===== src/rtl/aibnd_dly_code_ctrl_pkg.sv =====
// Shared types and widths for the AIB NAND x64 delay-code sequencer.
// The phase counter is sized by the longest of the three timing phases.
package aibnd_dly_ctrl_pkg;

    localparam int unsigned COARSE_W = 7;
    localparam int unsigned FINE_W   = 3;
    localparam int unsigned CODE_W   = 10;

    typedef enum logic [2:0] {
        IDLE,
        STEP,
        SETUP,
        VALID,
        SETTLE
    } state_t;

    function automatic int unsigned phase_cnt_w(input int unsigned setup_cyc,
                                                input int unsigned valid_cyc,
                                                input int unsigned settle_cyc);
        int unsigned max_cyc;
        int unsigned w;
        max_cyc = setup_cyc;
        if (valid_cyc  > max_cyc) max_cyc = valid_cyc;
        if (settle_cyc > max_cyc) max_cyc = settle_cyc;
        w = $clog2(max_cyc);
        return (w < 1) ? 1 : w;
    endfunction

endpackage


===== src/rtl/aibnd_dly_code_ctrl_if.sv =====
// Request handshake and delay-line code bus of the delay-code sequencer.
// master = requester side, slave = the sequencer itself.
interface aibnd_dly_code_ctrl_if;
    import aibnd_dly_ctrl_pkg::*;

    logic                req_vld;
    logic [CODE_W-1:0]   req_code;
    logic                req_jump;
    logic                req_ready;
    logic [COARSE_W-1:0] f_gray;
    logic [FINE_W-1:0]   i_gray;
    logic                code_valid;
    logic [CODE_W-1:0]   cur_code;
    logic                busy;
    logic                done;

    modport master (
        output req_vld, req_code, req_jump,
        input  req_ready, f_gray, i_gray, code_valid, cur_code, busy, done
    );

    modport slave (
        input  req_vld, req_code, req_jump,
        output req_ready, f_gray, i_gray, code_valid, cur_code, busy, done
    );

endinterface


===== src/rtl/aibnd_dly_code_ctrl_bin2gray.sv =====
// Combinational binary-to-Gray converter, one instance per code field.
module aibnd_bin2gray #(
    parameter int unsigned W = 7
) (
    input  logic [W-1:0] bin,
    output logic [W-1:0] gray
);

    assign gray = bin ^ (bin >> 1);

endmodule


===== src/rtl/aibnd_dly_code_ctrl.sv =====
// Delay-code sequencer: walks the delay line one LSB per update toward the target.
// Optional macro AIBND_DLY_CTRL_JUMP_EN enables single-update jumps via req_jump.
module aibnd_dly_code_ctrl
    import aibnd_dly_ctrl_pkg::*;
#(
    parameter int unsigned SETUP_CYC  = 2,
    parameter int unsigned VALID_CYC  = 4,
    parameter int unsigned SETTLE_CYC = 4
) (
    input  logic                 ck,
    input  logic                 nrst,
    aibnd_dly_code_ctrl_if.slave bus
);

    localparam int unsigned PH_W = phase_cnt_w(SETUP_CYC, VALID_CYC, SETTLE_CYC);
    localparam logic [PH_W-1:0] SETUP_LAST  = PH_W'(SETUP_CYC - 1);
    localparam logic [PH_W-1:0] VALID_LAST  = PH_W'(VALID_CYC - 1);
    localparam logic [PH_W-1:0] SETTLE_LAST = PH_W'(SETTLE_CYC - 1);

    state_t              state;
    logic [PH_W-1:0]     ph_cnt;
    logic [CODE_W-1:0]   tgt;
    logic                jump_q;
    logic                jump_req;
    logic [CODE_W-1:0]   next_code;
    logic [COARSE_W-1:0] f_gray_nxt;
    logic [FINE_W-1:0]   i_gray_nxt;

`ifdef AIBND_DLY_CTRL_JUMP_EN
    assign jump_req = bus.req_jump;
`else
    logic unused_jump;
    assign jump_req    = 1'b0;
    assign unused_jump = bus.req_jump;
`endif

    // NOTE: every signal written in always_comb gets a default first so no latch is inferred.
    always_comb begin
        next_code = bus.cur_code;
        if (jump_q)
            next_code = tgt;
        else if (tgt > bus.cur_code)
            next_code = bus.cur_code + 1'b1;
        else if (tgt < bus.cur_code)
            next_code = bus.cur_code - 1'b1;
    end

    // Gray conversion sits ahead of the output registers so both fields move on one edge.
    aibnd_bin2gray #(.W(COARSE_W)) u_coarse_gray (
        .bin  (next_code[CODE_W-1:FINE_W]),
        .gray (f_gray_nxt)
    );

    aibnd_bin2gray #(.W(FINE_W)) u_fine_gray (
        .bin  (next_code[FINE_W-1:0]),
        .gray (i_gray_nxt)
    );

    // NOTE: sequential state uses non-blocking assignments so every register samples pre-edge values.
    always_ff @(posedge ck) begin
        if (!nrst) begin
            state          <= IDLE;
            ph_cnt         <= '0;
            tgt            <= '0;
            jump_q         <= 1'b0;
            bus.cur_code   <= '0;
            bus.f_gray     <= '0;
            bus.i_gray     <= '0;
            bus.code_valid <= 1'b0;
            bus.busy       <= 1'b0;
            bus.done       <= 1'b0;
            bus.req_ready  <= 1'b1;
        end else begin
            bus.done <= 1'b0;
            case (state)
                IDLE: begin
                    if (bus.req_vld && bus.req_ready) begin
                        tgt    <= bus.req_code;
                        jump_q <= jump_req;
                        if (bus.req_code == bus.cur_code) begin
                            bus.done <= 1'b1;
                        end else begin
                            state         <= STEP;
                            bus.busy      <= 1'b1;
                            bus.req_ready <= 1'b0;
                        end
                    end
                end
                STEP: begin
                    bus.cur_code <= next_code;
                    bus.f_gray   <= f_gray_nxt;
                    bus.i_gray   <= i_gray_nxt;
                    ph_cnt       <= '0;
                    state        <= SETUP;
                end
                SETUP: begin
                    if (ph_cnt == SETUP_LAST) begin
                        ph_cnt         <= '0;
                        bus.code_valid <= 1'b1;
                        state          <= VALID;
                    end else begin
                        ph_cnt <= ph_cnt + 1'b1;
                    end
                end
                VALID: begin
                    if (ph_cnt == VALID_LAST) begin
                        ph_cnt         <= '0;
                        bus.code_valid <= 1'b0;
                        state          <= SETTLE;
                    end else begin
                        ph_cnt <= ph_cnt + 1'b1;
                    end
                end
                SETTLE: begin
                    if (ph_cnt == SETTLE_LAST) begin
                        ph_cnt <= '0;
                        if (bus.cur_code != tgt) begin
                            state <= STEP;
                        end else begin
                            state         <= IDLE;
                            jump_q        <= 1'b0;
                            bus.done      <= 1'b1;
                            bus.busy      <= 1'b0;
                            bus.req_ready <= 1'b1;
                        end
                    end else begin
                        ph_cnt <= ph_cnt + 1'b1;
                    end
                end
                default: state <= IDLE;
            endcase
        end
    end

endmodule


===== src/flat_wrapper.sv =====
// flat-port wrapper written by rule: the top's interface ports become plain ports
module aibnd_dly_code_ctrl_flat import aibnd_dly_ctrl_pkg::*;
#(
    parameter int unsigned SETUP_CYC  = 2,
    parameter int unsigned VALID_CYC  = 4,
    parameter int unsigned SETTLE_CYC = 4
)
  (ck, nrst, bus_req_vld, bus_req_code, bus_req_jump, bus_req_ready, bus_f_gray, bus_i_gray, bus_code_valid, bus_cur_code, bus_busy, bus_done);
  aibnd_dly_code_ctrl_if bus_i ();
  input  logic ck;
  input  logic nrst;
  input wire logic [$bits(bus_i.req_vld)-1:0] bus_req_vld;
  input wire logic [$bits(bus_i.req_code)-1:0] bus_req_code;
  input wire logic [$bits(bus_i.req_jump)-1:0] bus_req_jump;
  output wire logic [$bits(bus_i.req_ready)-1:0] bus_req_ready;
  output wire logic [$bits(bus_i.f_gray)-1:0] bus_f_gray;
  output wire logic [$bits(bus_i.i_gray)-1:0] bus_i_gray;
  output wire logic [$bits(bus_i.code_valid)-1:0] bus_code_valid;
  output wire logic [$bits(bus_i.cur_code)-1:0] bus_cur_code;
  output wire logic [$bits(bus_i.busy)-1:0] bus_busy;
  output wire logic [$bits(bus_i.done)-1:0] bus_done;
  assign bus_i.req_vld = bus_req_vld;
  assign bus_i.req_code = bus_req_code;
  assign bus_i.req_jump = bus_req_jump;
  assign bus_req_ready = bus_i.req_ready;
  assign bus_f_gray = bus_i.f_gray;
  assign bus_i_gray = bus_i.i_gray;
  assign bus_code_valid = bus_i.code_valid;
  assign bus_cur_code = bus_i.cur_code;
  assign bus_busy = bus_i.busy;
  assign bus_done = bus_i.done;
  aibnd_dly_code_ctrl #(.SETUP_CYC(SETUP_CYC), .VALID_CYC(VALID_CYC), .SETTLE_CYC(SETTLE_CYC)) u_core (.ck(ck), .nrst(nrst), .bus(bus_i));
endmodule

===== config.mk =====
export PLATFORM = sky130hd
export DESIGN_NAME = aibnd_dly_code_ctrl_flat
export DESIGN_NICKNAME = d
export VERILOG_FILES = /design/src/rtl/aibnd_dly_code_ctrl_pkg.sv /design/src/rtl/aibnd_dly_code_ctrl_if.sv /design/src/rtl/aibnd_dly_code_ctrl_bin2gray.sv /design/src/rtl/aibnd_dly_code_ctrl.sv /design/src/flat_wrapper.sv
export SDC_FILE = /design/constraint.sdc
export NUM_CORES = 1
export LEC_CHECK = 0
export ABC_AREA = 1
export CORE_ASPECT_RATIO = 0.5
export CORE_MARGIN = 2
export CORE_UTILIZATION = 55
export DETAILED_ROUTE_END_ITERATION = 10
export PLACE_DENSITY = 0.9
export SETUP_SLACK_MARGIN = 0.4
export SLEW_MARGIN = 20
export SYNTH_ARGS = -nofsm -noshare
export SYNTH_HDL_FRONTEND = slang
export SYNTH_HIERARCHICAL = 1
export SYNTH_SLANG_ARGS = --single-unit

===== constraint.sdc =====
create_clock -name ck -period 2.3 [get_ports ck]
set_input_delay 0.23 -clock ck [delete_from_list [all_inputs] [get_ports ck]]
set_output_delay 0.23 -clock ck [all_outputs]
set_load 0.01 [all_outputs]

==> impl_metrics.ini <==
[outcome]
status = finished with violations
violations = negative setup slack

[clock_network]
max-clock-path-buffers = 2
cts-root-buf = clkbuf_8
clock_sinks = 39
htreeDepth = 2
clock_latency_ns = 0.31
numCtsBuffers = 5
cts_tree = done
clk_pin_slew_ns = 0.08

[place]
gp_congestion = 0.904
hpwl_um = 4910
portBuffers = 36

[floorplan]
core_um2 = 4840
die_area_um2 = 5560
dieHeight_um = 53.7
io_pins = 38
initial_core_util = 0.561
die_w_um = 103
rows = 18

[drt]
wirelength_um = 11500
vias = 3628
routed-wl-met3_um = 1700
met2WireLength_um = 4690
wl_met1_um = 4100
avgViaCountPerCell = 6.24
drtAntennaViolNets = 0
drc = 0
wl_per_cell_um = 19.7
drtIter0Drc = 813
top_layer = met4
dr.pass1.iters = 9

[sta]
hold-worst-slack_ns = 0.449
worst_slew_pin_slew_ns = 0.595
fin_ws_ns = -0.0390
final-hold-violation-count = 0
fin_skew_ns = 0.00449
setup_violations = 5
fin_crit_ns = 2.34
fin_crit_sh = 1.02
slew_headroom = 0.601
clock.fmax_mhz = 428
rsz0062_at_grt = yes
drv_slew = 0

[synthesis]
synth_area_leaders = dfxtp_1, nand2_1, inv_1, ha_1, nor2_1
yosysTopAreaCell = dfxtp_1
yosys.area.top_type_share = 0.287
ys_types = 30
syn_area_um2 = 2720
synth_seq_cells = 39
netlist_instances = 444
syn_nets = 473
yosys_warnings = 6
seq_area_frac_synth = 0.287
synth.avg_cell_area_um2 = 6.12

[final_layout]
nets = 539
n_fill_cell = 239
layout-drive-gt1-share = 0.321
diodes = 0
syn_to_final_growth_pct = 46.7

[job]
max_cap_viol_count = 0

[hold_path]
hold_class = flop to flop

[worst_setup_path]
cp-end-kind = flop
required_ns = 2.54
path_max_fanout = 8
start_kind = flop
crit_arrival_ns = 2.57
critical_path_class = flop to flop

[global_routing]
grt_usage = 0.320
grt_pass1_vias = 2962
grt_max_degree = 22
grt_overflow = 0
antenna_found_initial = 0
grt_pass1_wl_um = 13700
-- registers in the layout (all words and copies together) (netlist names) --
signal	flops
u_core/bus.req_ready	1
u_core/tgt	10
u_core/state	3
u_core/bus.cur_code	10
u_core/bus.f_gray	7
u_core/ph_cnt	2
u_core/bus.i_gray	3
u_core/bus.code_valid	1
u_core/bus.busy	1
u_core/bus.done	1
-- through the flow --
stage | setup slack [ns] | cells | instance area, um^2 | setup TNS (ns) | util
global route | -0.0621 | 581 | 3990 | -0.311 | 0.824
floorplan | 0.305 | 444 | 2890 | 0 | -
detailed placement | 0.0979 | 549 | 3340 | 0 | 0.690
global placement | 0.160 | 549 | 3340 | 0 | 0.690
CTS | 0.243 | 571 | 3700 | 0 | 0.763
finish | -0.0390 | 581 | 3990 | -0.149 | 0.824
-- path summary, 6_finish.rpt --
kind / start / to / slack, ns / cells after the start
worst min register to register: u_core/bus.code_valid$_SDFFE_PN0P_ / u_core/bus.code_valid$_SDFFE_PN0P_ / 0.45 / 2
worst max-delay path: u_core/bus.cur_code[7]$_SDFFE_PN0P_ / u_core/bus.f_gray[1]$_SDFFE_PN0P_ / -0.04 / 16
worst max register to register: u_core/bus.cur_code[7]$_SDFFE_PN0P_ / u_core/bus.f_gray[1]$_SDFFE_PN0P_ / -0.04 / 16
worst min-delay path: u_core/bus.code_valid$_SDFFE_PN0P_ / u_core/bus.code_valid$_SDFFE_PN0P_ / 0.45 / 2
-- cells in the final DEF, fill, tap and decap left out, drive strengths merged --
master	instances
a21oi	29
clkbuf	7
o21ai	22
dfxtp	39
nand4	5
nor2	49
inv	63
or2	3
xor2	13
nand2	151
xnor2	3
ha	15
a211oi	1
a31oi	1
clkdlybuf4s50	36
nand3	29
nor3	5
buf	38
clkinv	2
-- critical path, cell delays in order, from the launching register on --
cell	delay, ns
dfxtp_4	0.37
inv_6	0.04
ha_4	0.27
nand2_4	0.06
nor2_4	0.23
nand3_4	0.16
nand2_4	0.10
nor2_4	0.08
nor2_8	0.27
inv_8	0.11
nand2_4	0.10
nand2_4	0.06
inv_2	0.08
nand2_1	0.07
nand2_2	0.07
nor2_1	0.04
nor2_1	0.14
-- metal layers --
metal | global-route usage | vias up
met3 | 0.0584 | 148
met2 | 0.559 | 405
met4 | 0.134 | 0
met1 | 0.398 | 1565
met5 | 0 | -
li1 | - | 1510
-- logic make-up after synthesis --
logic type | synth area share
flops | 0.287
simple gates | 0.372
buf+inv | 0.118
fa+ha+maj | 0.0690
compound gates | 0.102
xor+xnor | 0.0515
-- cell type report --
cell class | instances | area [um^2] | share of cell area
multi-input combinational | 326 | 2040 | 0.512
sequential | 39 | 802 | 0.201
timing repair buffer | 74 | 681 | 0.171
inverter | 64 | 263 | 0.0659
clock buffer | 7 | 108 | 0.0270
tap | 70 | 87.6 | 0.0220
clock inverter | 1 | 5.00 | 0.00126
-- cell usage after synthesis --
cell type and n:
o21ai_0 21, xor2_1 13, nor2_4 2, clkinv_1 1, nor3_1 5, inv_4 1, nand2_1 150, buf_1 1
dfxtp_1 39, or2_2 3, nor2_2 1, nand4_1 5, nand3_1 28, a21oi_2 2, clkbuf_1 6, a21oi_1 27
o21ai_1 1, nand3_2 1, nand2_2 1, nor2_1 45, inv_2 3, xnor2_1 3, buf_4 5, buf_2 2
inv_1 59, a31oi_1 1, ha_1 15, nor2_8 1, clkbuf_2 1, a211oi_1 1
-- timing repair --
item,4_1_cts,5_1_grt
buffers inserted,14,10
gates resized for setup,32,60
pin swaps,28,35
setup endpoints to repair,20,23
hold buffers,0,0
Power is left out: the tool's default activity adds up to more than one toggle a clock period on the data nets, which glitch-free logic cannot reach.
